## src/rtl/fifo_drain_scheduler.sv

```systemverilog
// fifo_drain_scheduler: round-robin, empty-aware drain of five systolic-array
// output FIFOs into the result memory. Each granted read becomes a memory write
// two cycles later at base + count*ROW + lane. A one-cycle com pulse marks the
// point where every lane has delivered DEPTH words.
module fifo_drain_scheduler #(
  parameter int unsigned N     = 32,
  parameter int unsigned ROW   = 5,
  parameter int unsigned DEPTH = 9
) (
  input  logic         clk,
  input  logic         rst,
  input  logic         init,
  input  logic [7:0]   base_address,
  input  logic [4:0]   buf_empty,
  input  logic [N-1:0] in0,
  input  logic [N-1:0] in1,
  input  logic [N-1:0] in2,
  input  logic [N-1:0] in3,
  input  logic [N-1:0] in4,
  output logic [4:0]   rd_en,
  output logic         mem_we,
  output logic [7:0]   mem_addr,
  output logic [N-1:0] mem_data,
  output logic         busy,
  output logic         com
);

  localparam int Lanes = 5;
  localparam logic [5:0] DepthW = 6'(DEPTH);

  typedef enum logic [1:0] {StIdle, StRun, StDrain, StDone} state_e;

  state_e state_q, state_d;

  // Job context
  logic [7:0] base_q;
  logic [5:0] cnt_q [Lanes];
  logic [2:0] ptr_q;

  // Stage 1: read issued, FIFO data appears on in<lane> during this stage
  logic       v1_q;
  logic [2:0] lane1_q;
  logic [7:0] addr1_q;

  // Arbitration results
  logic [Lanes-1:0] eligible;
  logic [7:0]       elig_pad;
  logic [3:0]       idx;
  logic             grant_vld;
  logic [2:0]       grant_lane;
  logic             grant;
  logic [5:0]       cnt_g;
  logic [31:0]      addr_full;
  logic [7:0]       grant_addr;
  logic             all_done_next;
  logic [5:0]       cnt_after;
  logic [N-1:0]     in_sel;

  // Lane eligibility: data present and quota not yet reached
  always_comb begin
    eligible = '0;
    for (int l = 0; l < Lanes; l++) begin
      eligible[l] = !buf_empty[l] && (cnt_q[l] < DepthW);
    end
    elig_pad = {3'b000, eligible};
  end

  // Round-robin search starting at ptr, first eligible lane wins
  always_comb begin
    grant_vld  = 1'b0;
    grant_lane = 3'd0;
    idx        = 4'd0;
    for (int k = 0; k < Lanes; k++) begin
      idx = {1'b0, ptr_q} + 4'(k);
      if (idx >= 4'd5) begin
        idx = idx - 4'd5;
      end
      if (!grant_vld && elig_pad[idx[2:0]]) begin
        grant_vld  = 1'b1;
        grant_lane = idx[2:0];
      end
    end
  end

  // Grant qualification, read enable and write address for the granted lane
  always_comb begin
    grant = grant_vld && (state_q == StRun);
    cnt_g = 6'd0;
    for (int l = 0; l < Lanes; l++) begin
      if (grant_lane == 3'(l)) begin
        cnt_g = cnt_q[l];
      end
    end
    // Address uses the pre-increment count; wraps modulo 256 by design
    addr_full  = 32'(cnt_g) * ROW + 32'(grant_lane) + 32'(base_q);
    grant_addr = addr_full[7:0];
    if (grant && !rst) begin
      rd_en = 5'd1 << grant_lane;
    end else begin
      rd_en = 5'd0;
    end
  end

  // Detect that the current edge completes the final lane quota
  always_comb begin
    all_done_next = 1'b1;
    cnt_after     = 6'd0;
    for (int l = 0; l < Lanes; l++) begin
      cnt_after = cnt_q[l];
      if (grant && (grant_lane == 3'(l))) begin
        cnt_after = cnt_q[l] + 6'd1;
      end
      if (cnt_after != DepthW) begin
        all_done_next = 1'b0;
      end
    end
  end

  // State register
  always_ff @(posedge clk) begin
    if (rst) begin
      state_q <= StIdle;
    end else begin
      state_q <= state_d;
    end
  end

  // Next-state logic
  always_comb begin
    state_d = state_q;
    unique case (state_q)
      StIdle: begin
        if (init) begin
          state_d = StRun;
        end
      end
      StRun: begin
        if (all_done_next) begin
          state_d = StDrain;
        end
      end
      StDrain: begin
        // Wait for the pipeline to empty so com follows the final write
        if (!v1_q && !mem_we) begin
          state_d = StDone;
        end
      end
      StDone: begin
        state_d = StIdle;
      end
      default: begin
        state_d = StIdle;
      end
    endcase
  end

  // FSM outputs
  always_comb begin
    busy = (state_q != StIdle);
    com  = (state_q == StDone);
  end

  // Job context and stage-1 pipeline registers
  always_ff @(posedge clk) begin
    if (rst) begin
      base_q  <= 8'd0;
      ptr_q   <= 3'd0;
      v1_q    <= 1'b0;
      lane1_q <= 3'd0;
      addr1_q <= 8'd0;
      for (int l = 0; l < Lanes; l++) begin
        cnt_q[l] <= 6'd0;
      end
    end else begin
      if ((state_q == StIdle) && init) begin
        base_q <= base_address;
        ptr_q  <= 3'd0;
        for (int l = 0; l < Lanes; l++) begin
          cnt_q[l] <= 6'd0;
        end
      end else if (grant) begin
        ptr_q <= (grant_lane == 3'd4) ? 3'd0 : grant_lane + 3'd1;
        for (int l = 0; l < Lanes; l++) begin
          if (grant_lane == 3'(l)) begin
            cnt_q[l] <= cnt_q[l] + 6'd1;
          end
        end
      end
      v1_q <= grant;
      if (grant) begin
        lane1_q <= grant_lane;
        addr1_q <= grant_addr;
      end
    end
  end

  // Stage-2 data select by the lane that was read one cycle earlier
  always_comb begin
    in_sel = in0;
    unique case (lane1_q)
      3'd0:    in_sel = in0;
      3'd1:    in_sel = in1;
      3'd2:    in_sel = in2;
      3'd3:    in_sel = in3;
      3'd4:    in_sel = in4;
      default: in_sel = in0;
    endcase
  end

  // Stage-2 memory write registers; address/data hold between writes
  always_ff @(posedge clk) begin
    if (rst) begin
      mem_we   <= 1'b0;
      mem_addr <= 8'd0;
      mem_data <= '0;
    end else begin
      mem_we <= v1_q;
      if (v1_q) begin
        mem_addr <= addr1_q;
        mem_data <= in_sel;
      end
    end
  end

endmodule

```

## config.mk

```make
export PLATFORM = sky130hd
export DESIGN_NAME = fifo_drain_scheduler
export DESIGN_NICKNAME = d
export VERILOG_FILES = /design/src/rtl/fifo_drain_scheduler.sv
export SDC_FILE = /design/constraint.sdc
export NUM_CORES = 1
export LEC_CHECK = 0
export BUFFER_PORTS_ARGS = -buffer_cell sky130_fd_sc_hd__buf_4
export CAP_MARGIN = 15
export CORE_MARGIN = 5
export CORE_UTILIZATION = 55
export CTS_BUF_LIST = sky130_fd_sc_hd__clkbuf_4
export CTS_CLUSTER_DIAMETER = 30
export CTS_CLUSTER_SIZE = 30
export DETAILED_ROUTE_END_ITERATION = 8
export HOLD_SLACK_MARGIN = 0.06
export MAX_ROUTING_LAYER = met4
export PLACE_DENSITY_LB_ADDON = 0.08
export SLEW_MARGIN = 0
export SYNTH_ARGS = -nofsm -noshare
export SYNTH_HDL_FRONTEND = slang
export SYNTH_SLANG_ARGS = --single-unit
```

## constraint.sdc

```tcl
create_clock -name clk -period 9.65 [get_ports clk]
set_clock_uncertainty 0.05 [all_clocks]
set_input_delay 1.4475 -clock clk [delete_from_list [all_inputs] [get_ports clk]]
set_output_delay 1.4475 -clock clk [all_outputs]
set_load 0.05 [all_outputs]
```

==> flow_summary.toml, run 1 <==
[floorplan]
fp-row-count = 43
die_h_um = 129.5
start_util_pct = 56.34
ioPinCount = 224
die_w_um = 129.5
core_area_sq_um = 13930
dieArea_sq_um = 16770

[clocking]
htree_levels = 3
clock_latency_ns = 0.49
post_cts_resized = 0
cts_sinks = 96
clock-root-buffer = "clkbuf_4"
postCtsSetupBuffers = 0
cts_tree = "done"
clk_path_buf_depth = 2
cts_hold_buf = 0
clkTransAtPathRegs_ns = 0.18
numCtsBuffers = 9

[layout]
synthToLayoutAreaGrowth_pct = 23.51
mostFrequentLayoutCells = "buf_4 (229), nor2_1 (145), nand2_1 (109)"
drive_gt1_share_pct = 27.87
fill_cells = 1184
final_design_area_no_fill_sq_um = 9697
seqCellArea_sq_um = 2226
multi_input_area_sq_um = 5191
final_common_cell = "buf_4"
fin_cells = 1268
final_nets = 1312

[yosys]
async_reset_ff_share_pct = 0
syn_avg_cell_area_sq_um = 8.675
synth.distinct_cells = 74
yosys.area.top_type_share_pct = 16.83
ys.flop_type = "dfxtp_1"
yosysTopAreaCell = "dfxtp_1"
ys_ff_latch = 96
synth-edff-count = 30
syn_area_sq_um = 7851
syn-num-nets = 1135
synth_cells = 905
yosys_warnings = 0
netlist_top_cells_area = "dfxtp_1 (17%), edfxtp_1 (11%), mux2i_1 (7.8%)"
ys_seq_area_share_pct = 28.30

[detailed_routing]
drt-wirelength-per-cell_um = 18.46
remaining_drc_errors = 0
drtPass1Iterations = 7
postRouteAntennaNets = 0
drt_iter0_markers = 523
wl_um = 23410
via_count = 7303
avgViaCountPerCell = 5.759

[placement]
io_buffers = 223
dp_hpwl_um = 18470
dp.cells = 1251
postPlaceCellArea_sq_um = 9542
pre_cts_slack_ns = 1.549
gp_congestion = 0.9172

[min_path]
worst_hold_path.num_cells = 2
min_path_type = "reg -> reg"

[grt]
grt_usage_pct = 28.57
grt_pass1_vias = 7059
antenna_found_initial = 1
overflow = 0
grt_first_pass_wirelength_um = 36940
grt_start_max_net_pins = 66

[critical_path]
cp_top_family = "compound AO/OA/AOI/OAI gates"
rr_worst_depth = 29
crit_path_top_delay_cell = "dfxtp_1"
crit_required_ns = 10.01
path_buf_inv = 3
critPathMaxStageDelay_ns = 0.70
cp_max_fo = 15
crit_path_end_kind = "flip-flop"
arrival_ns = 8.51
crit_path_start_kind = "flip-flop"
cp.depth = 29
crit_type = "reg -> reg"

[sta]
slew_viol_final = 0
finalWorstSetupSlack_ns = 1.496
setup_viol = 0
fin_crit_sh_pct = 84.49
tns_ns = 0
slew_headroom_pct = 21.39
timing.final.hold_violations = 0
tightest_slew_ns = 1.176
grt_setup_unrepaired = "no"
max_freq_mhz = 122.6
fin_crit_ns = 8.154

[run]
cap_violations = 0

[run_status]
status = "finished clean"
cell type report:
class | instances | share of cell area (%)
Antenna cell | 1 | 0.02581
Timing Repair Buffer | 229 | 17.73
Clock inverter | 7 | 0.8774
Clock buffer | 9 | 0.6968
Tap cell | 180 | 2.323
Sequential cell | 96 | 22.95
Inverter | 48 | 1.858
Multi-Input combinational cell | 698 | 53.54
sequential cells by signal, summed over array words and instances, names as in the netlist:
| register | count |
|---|---|
| lane1_q | 3 |
| cnt_q | 30 |
| mem_we | 1 |
| state_q | 2 |
| mem_addr | 8 |
| ptr_q | 3 |
| v1_q | 1 |
| base_q | 8 |
| addr1_q | 8 |
| mem_data | 32 |
worst paths after layout:
kind	from	end	slack (ns)
setup / recovery	ptr_q[1]$_SDFFE_PP0P_	addr1_q[7]$_SDFFE_PP0P_	1.50
setup reg to reg	ptr_q[1]$_SDFFE_PP0P_	addr1_q[7]$_SDFFE_PP0P_	1.50
hold reg to reg	base_q[5]$_SDFFE_PP0P_	base_q[5]$_SDFFE_PP0P_	0.42
hold / removal	base_q[5]$_SDFFE_PP0P_	base_q[5]$_SDFFE_PP0P_	0.42
cells in the mapped netlist (all sizes together) (2+ instances only):
cell type	n
nor2	146
nand2	109
dfxtp	66
mux2i	61
inv	48
ha	46
clkbuf	41
a21oi	31
edfxtp	30
a31oi	27
mux4	27
nand3	27
o21ai	26
buf	22
a211oi	19
xnor2	18
xor2	17
and3	14
nor3	11
a21o	10
a221oi	8
and2	8
fa	8
nand2b	8
a2111oi	7
mux2	7
o2111ai	6
a221o	4
o211ai	4
nand3b	3
nor4	3
nor4b	3
o22ai	3
or3	3
a22o	2
a41oi	2
nand4	2
nand4b	2
nor2b	2
nor3b	2
or4b	2
layer usage:
layer  vias to the layer above  routed length (um)  GRT usage, %
met1                      3433                9994         36.59
met5                         -                   0             -
met3                        48                1280         4.493
met4                         0                 679         9.658
li1                       3582                   -             -
met2                       240               11450         46.34
worst min-delay path, delay by kind of cell, from the launching register on:
kind            cells  cell delay, ns
simple gates        1            0.05
flops               1            0.35
compound gates      1            0.05
cells by family after synthesis:
kind of cell | share of synthesized area, %
XOR/XNOR | 3.904
flip-flops | 28.30
adder cells (fa/ha/maj) | 9.370
AND/OR/NAND/NOR | 20.41
multiplexers | 16.53
buffers and inverters | 5.705
AO/OA/AOI/OAI | 15.78
stage by stage:
| step | hold slack, ns | util [%] |
|---|---|---|
| floorplan | 0.3863 | - |
| global placement | 0.3940 | 68.47 |
| detailed placement | 0.3983 | 68.47 |
| CTS | 0.4189 | 69.57 |
| global route | 0.4416 | 69.59 |
| finish | 0.4183 | 69.59 |
Power of run 1 is left out: the tool's default activity adds up to more than one toggle a clock period on the data nets, which glitch-free logic cannot reach.
==> run 2, diff against run 1 <==
--- a/config.mk
+++ b/config.mk
@@ -5,10 +5,11 @@
 export SDC_FILE = /design/constraint.sdc
 export NUM_CORES = 1
 export LEC_CHECK = 0
+export ABC_AREA = 1
 export BUFFER_PORTS_ARGS = -buffer_cell sky130_fd_sc_hd__buf_4
 export CAP_MARGIN = 15
 export CORE_MARGIN = 5
-export CORE_UTILIZATION = 55
+export CORE_UTILIZATION = 49
 export CTS_BUF_LIST = sky130_fd_sc_hd__clkbuf_4
 export CTS_CLUSTER_DIAMETER = 30
 export CTS_CLUSTER_SIZE = 30
==> constraint.sdc (replaced) <==
create_clock -name clk -period 6.8 [get_ports clk]
set_clock_uncertainty 0.05 [all_clocks]
set_input_delay 1.02 -clock clk [delete_from_list [all_inputs] [get_ports clk]]
set_output_delay 1.02 -clock clk [all_outputs]
set_load 0.05 [all_outputs]
==> flow_summary.toml, run 2 <==
[floorplan]
dieArea_sq_um = 17260
fp-row-count = 44
start_util_pct = 49.84
ioPinCount = 224
die_w_um = 131.4
die_h_um = 131.4
core_area_sq_um = 14480

[clocking]
clk_path_buf_depth = 2
clock_latency_ns = 0.49
htree_levels = 3
clock-root-buffer = "clkbuf_4"
numCtsBuffers = 9
cts_tree = "done"
cts_sinks = 96
clkTransAtPathRegs_ns = 0.15

[layout]
largest_reg_flops = 32
final_common_cell = "buf_4"
reg.largest.list = "mem_data x32, cnt_q x30"
synthToLayoutAreaGrowth_pct = 28.17
fin_cells = 1379
fill_cells = 1333
drive_gt1_share_pct = 28.89
mostFrequentLayoutCells = "buf_4 (240), nand2_1 (157), inv_1 (134)"
final_nets = 1419
utilization_pct = 63.89
largest-register = "mem_data"

[sta]
tns_ns = 0
fin_crit_ns = 6.304
grt_setup_unrepaired = "no"
finalHoldWorstSlack_ns = 0.4556
slew_headroom_pct = 28.89
slew_viol_final = 0
max_freq_mhz = 158.6
fin_crit_sh_pct = 92.70
tightest_slew_ns = 1.066
setup_viol = 0
timing.final.hold_violations = 0

[critical_path]
cp_max_fo = 8
crit_path_top_delay_cell = "fa_1"
crit_path_start_kind = "flip-flop"
arrival_ns = 6.70
r2r-start = "ptr_q[0]$_SDFFE_PP0P_"
r2r-end = "addr1_q[7]$_SDFFE_PP0P_"
rr_worst_depth = 37
regToRegSetupSlack_ns = 0.50
crit_type = "reg -> reg"
crit_path_end_kind = "flip-flop"
critPathMaxStageDelay_ns = 0.52
crit_required_ns = 7.19

[detailed_routing]
top_layer_used = "met4"
wl_met2_um = 11410
wl_um = 23390
drt_iter0_markers = 492
avgViaCountPerCell = 5.378
postRouteAntennaNets = 0
via_count = 7416
drt-met1-wl_um = 10180
wl_met3_um = 1246
drt-wirelength-per-cell_um = 16.96
remaining_drc_errors = 0
drtPass1Iterations = 5

[placement]
dp_hpwl_um = 18490
dp.cells = 1357
io_buffers = 223
gp_congestion = 0.9457

[grt]
grt_pass1_vias = 7230
overflow = 0
grt_start_max_net_pins = 63
antenna_found_initial = 1
grt_first_pass_wirelength_um = 37410
grt_usage_pct = 27.13

[yosys]
yosys_warnings = 0
async_reset_ff_share_pct = 0
netlist_top_cells_area = "dfxtp_1 (18%), edfxtp_1 (12%), nand2_1 (8.2%)"
synth.distinct_cells = 47
synth-edff-count = 30
syn_area_sq_um = 7217
yosysTopAreaCell = "dfxtp_1"
ys_ff_latch = 96
synth_cells = 981
ys_seq_area_share_pct = 30.79
syn_avg_cell_area_sq_um = 7.357
syn-num-nets = 1211
yosys.area.top_type_share_pct = 18.31
synth_commonest_cells = "nand2_1 (158), inv_1 (135), o21ai_0 (90)"
yosysMostFrequentCell = "nand2_1"
ys.flop_type = "dfxtp_1"

[min_path]
min_path_type = "reg -> reg"
worst_hold_path.num_cells = 2
hold_end = "addr1_q[0]$_SDFFE_PP0P_"
hp-start = "addr1_q[0]$_SDFFE_PP0P_"

[run]
cap_violations = 0

[run_status]
status = "finished clean"
==> run 2: cell types whose count changed in the layout (fill, tap and decap cells not counted), moves of 12 or more <==
cell	previous run	this run
mux4_2	27	0
inv_1	48	134
nor2_1	145	78
mux2i_1	61	0
and3_1	14	0
o21ai_0	26	88
nand4_1	2	14
a221oi_1	7	31
nand3_1	26	61
nor2_2	1	30
nand2_2	0	14
a211oi_1	19	2
nand2_1	109	157
==> run 2: layer usage <==
| metal | GRT usage [%] | vias to the layer above |
|---|---|---|
| met4 | 8.914 | 0 |
| li1 | - | 3729 |
| met5 | - | - |
| met1 | 34.45 | 3412 |
| met2 | 44.30 | 242 |
| met3 | 4.358 | 33 |
==> run 2: how the worst max path moves through the flow <==
stage	to	from	cells after the start	slack, ns
after floorplan	addr1_q[7]$_SDFFE_PP0P_	ptr_q[0]$_SDFFE_PP0P_	38	0.57
final	addr1_q[7]$_SDFFE_PP0P_	ptr_q[0]$_SDFFE_PP0P_	37	0.50
after global routing	addr1_q[7]$_SDFFE_PP0P_	ptr_q[0]$_SDFFE_PP0P_	38	0.02
after global placement	addr1_q[7]$_SDFFE_PP0P_	ptr_q[1]$_SDFFE_PP0P_	36	0.23
after detailed placement	addr1_q[7]$_SDFFE_PP0P_	ptr_q[1]$_SDFFE_PP0P_	36	-0.03
after CTS	addr1_q[7]$_SDFFE_PP0P_	ptr_q[0]$_SDFFE_PP0P_	37	0.04
==> run 2: cell type report <==
cell class | count | area [sq um] | area share, %
clock inverters | 6 | 58.81 | 0.6357
well taps | 184 | 230.2 | 2.489
flip-flops and latches | 96 | 2227 | 24.08
multi-input cells | 697 | 4308 | 46.57
inverters | 145 | 546.8 | 5.911
diodes | 1 | 2.502 | 0.02705
clock buffers | 10 | 75.07 | 0.8116
repair buffers | 240 | 1802 | 19.48
==> run 2: critical path, delay by kind of cell (launching register included) <==
family,cells,cell delay [ns]
buf+inv,8,0.79
xor+xnor,1,0.17
compound gates,10,1.67
fa+ha+maj,8,2.44
simple gates,10,0.77
flops,1,0.35
==> run 2: per-stage QoR <==
stage          worst slack (ns)  instance area, sq um
2_1_floorplan            0.5699                  7217
3_3_place_gp             0.2277                  9034
3_5_place_dp           -0.02971                  9034
4_1_cts                 0.04460                  9169
5_1_grt                 0.01625                  9250
6_report                 0.4961                  9250
==> run 2: kinds of logic after synthesis <==
| kind of cell | share of synthesized area, % |
|---|---|
| xor gates and xnor gates | 4.109 |
| AOI/OAI and AO/OA | 18.39 |
| DFF | 30.79 |
| buffers and inverters | 10.38 |
| adders and majority gates | 10.19 |
| and+or+nand+nor | 26.13 |
==> run 2: timing repair <==
item	4_1_cts	5_1_grt
setup buffers	0	5
cloned	0	0
gates resized for setup	1	13
hold buffers	0	0
pin swaps	0	2
endpoints found under the setup margin	1	3
Power of run 2 is left out for the same reason.
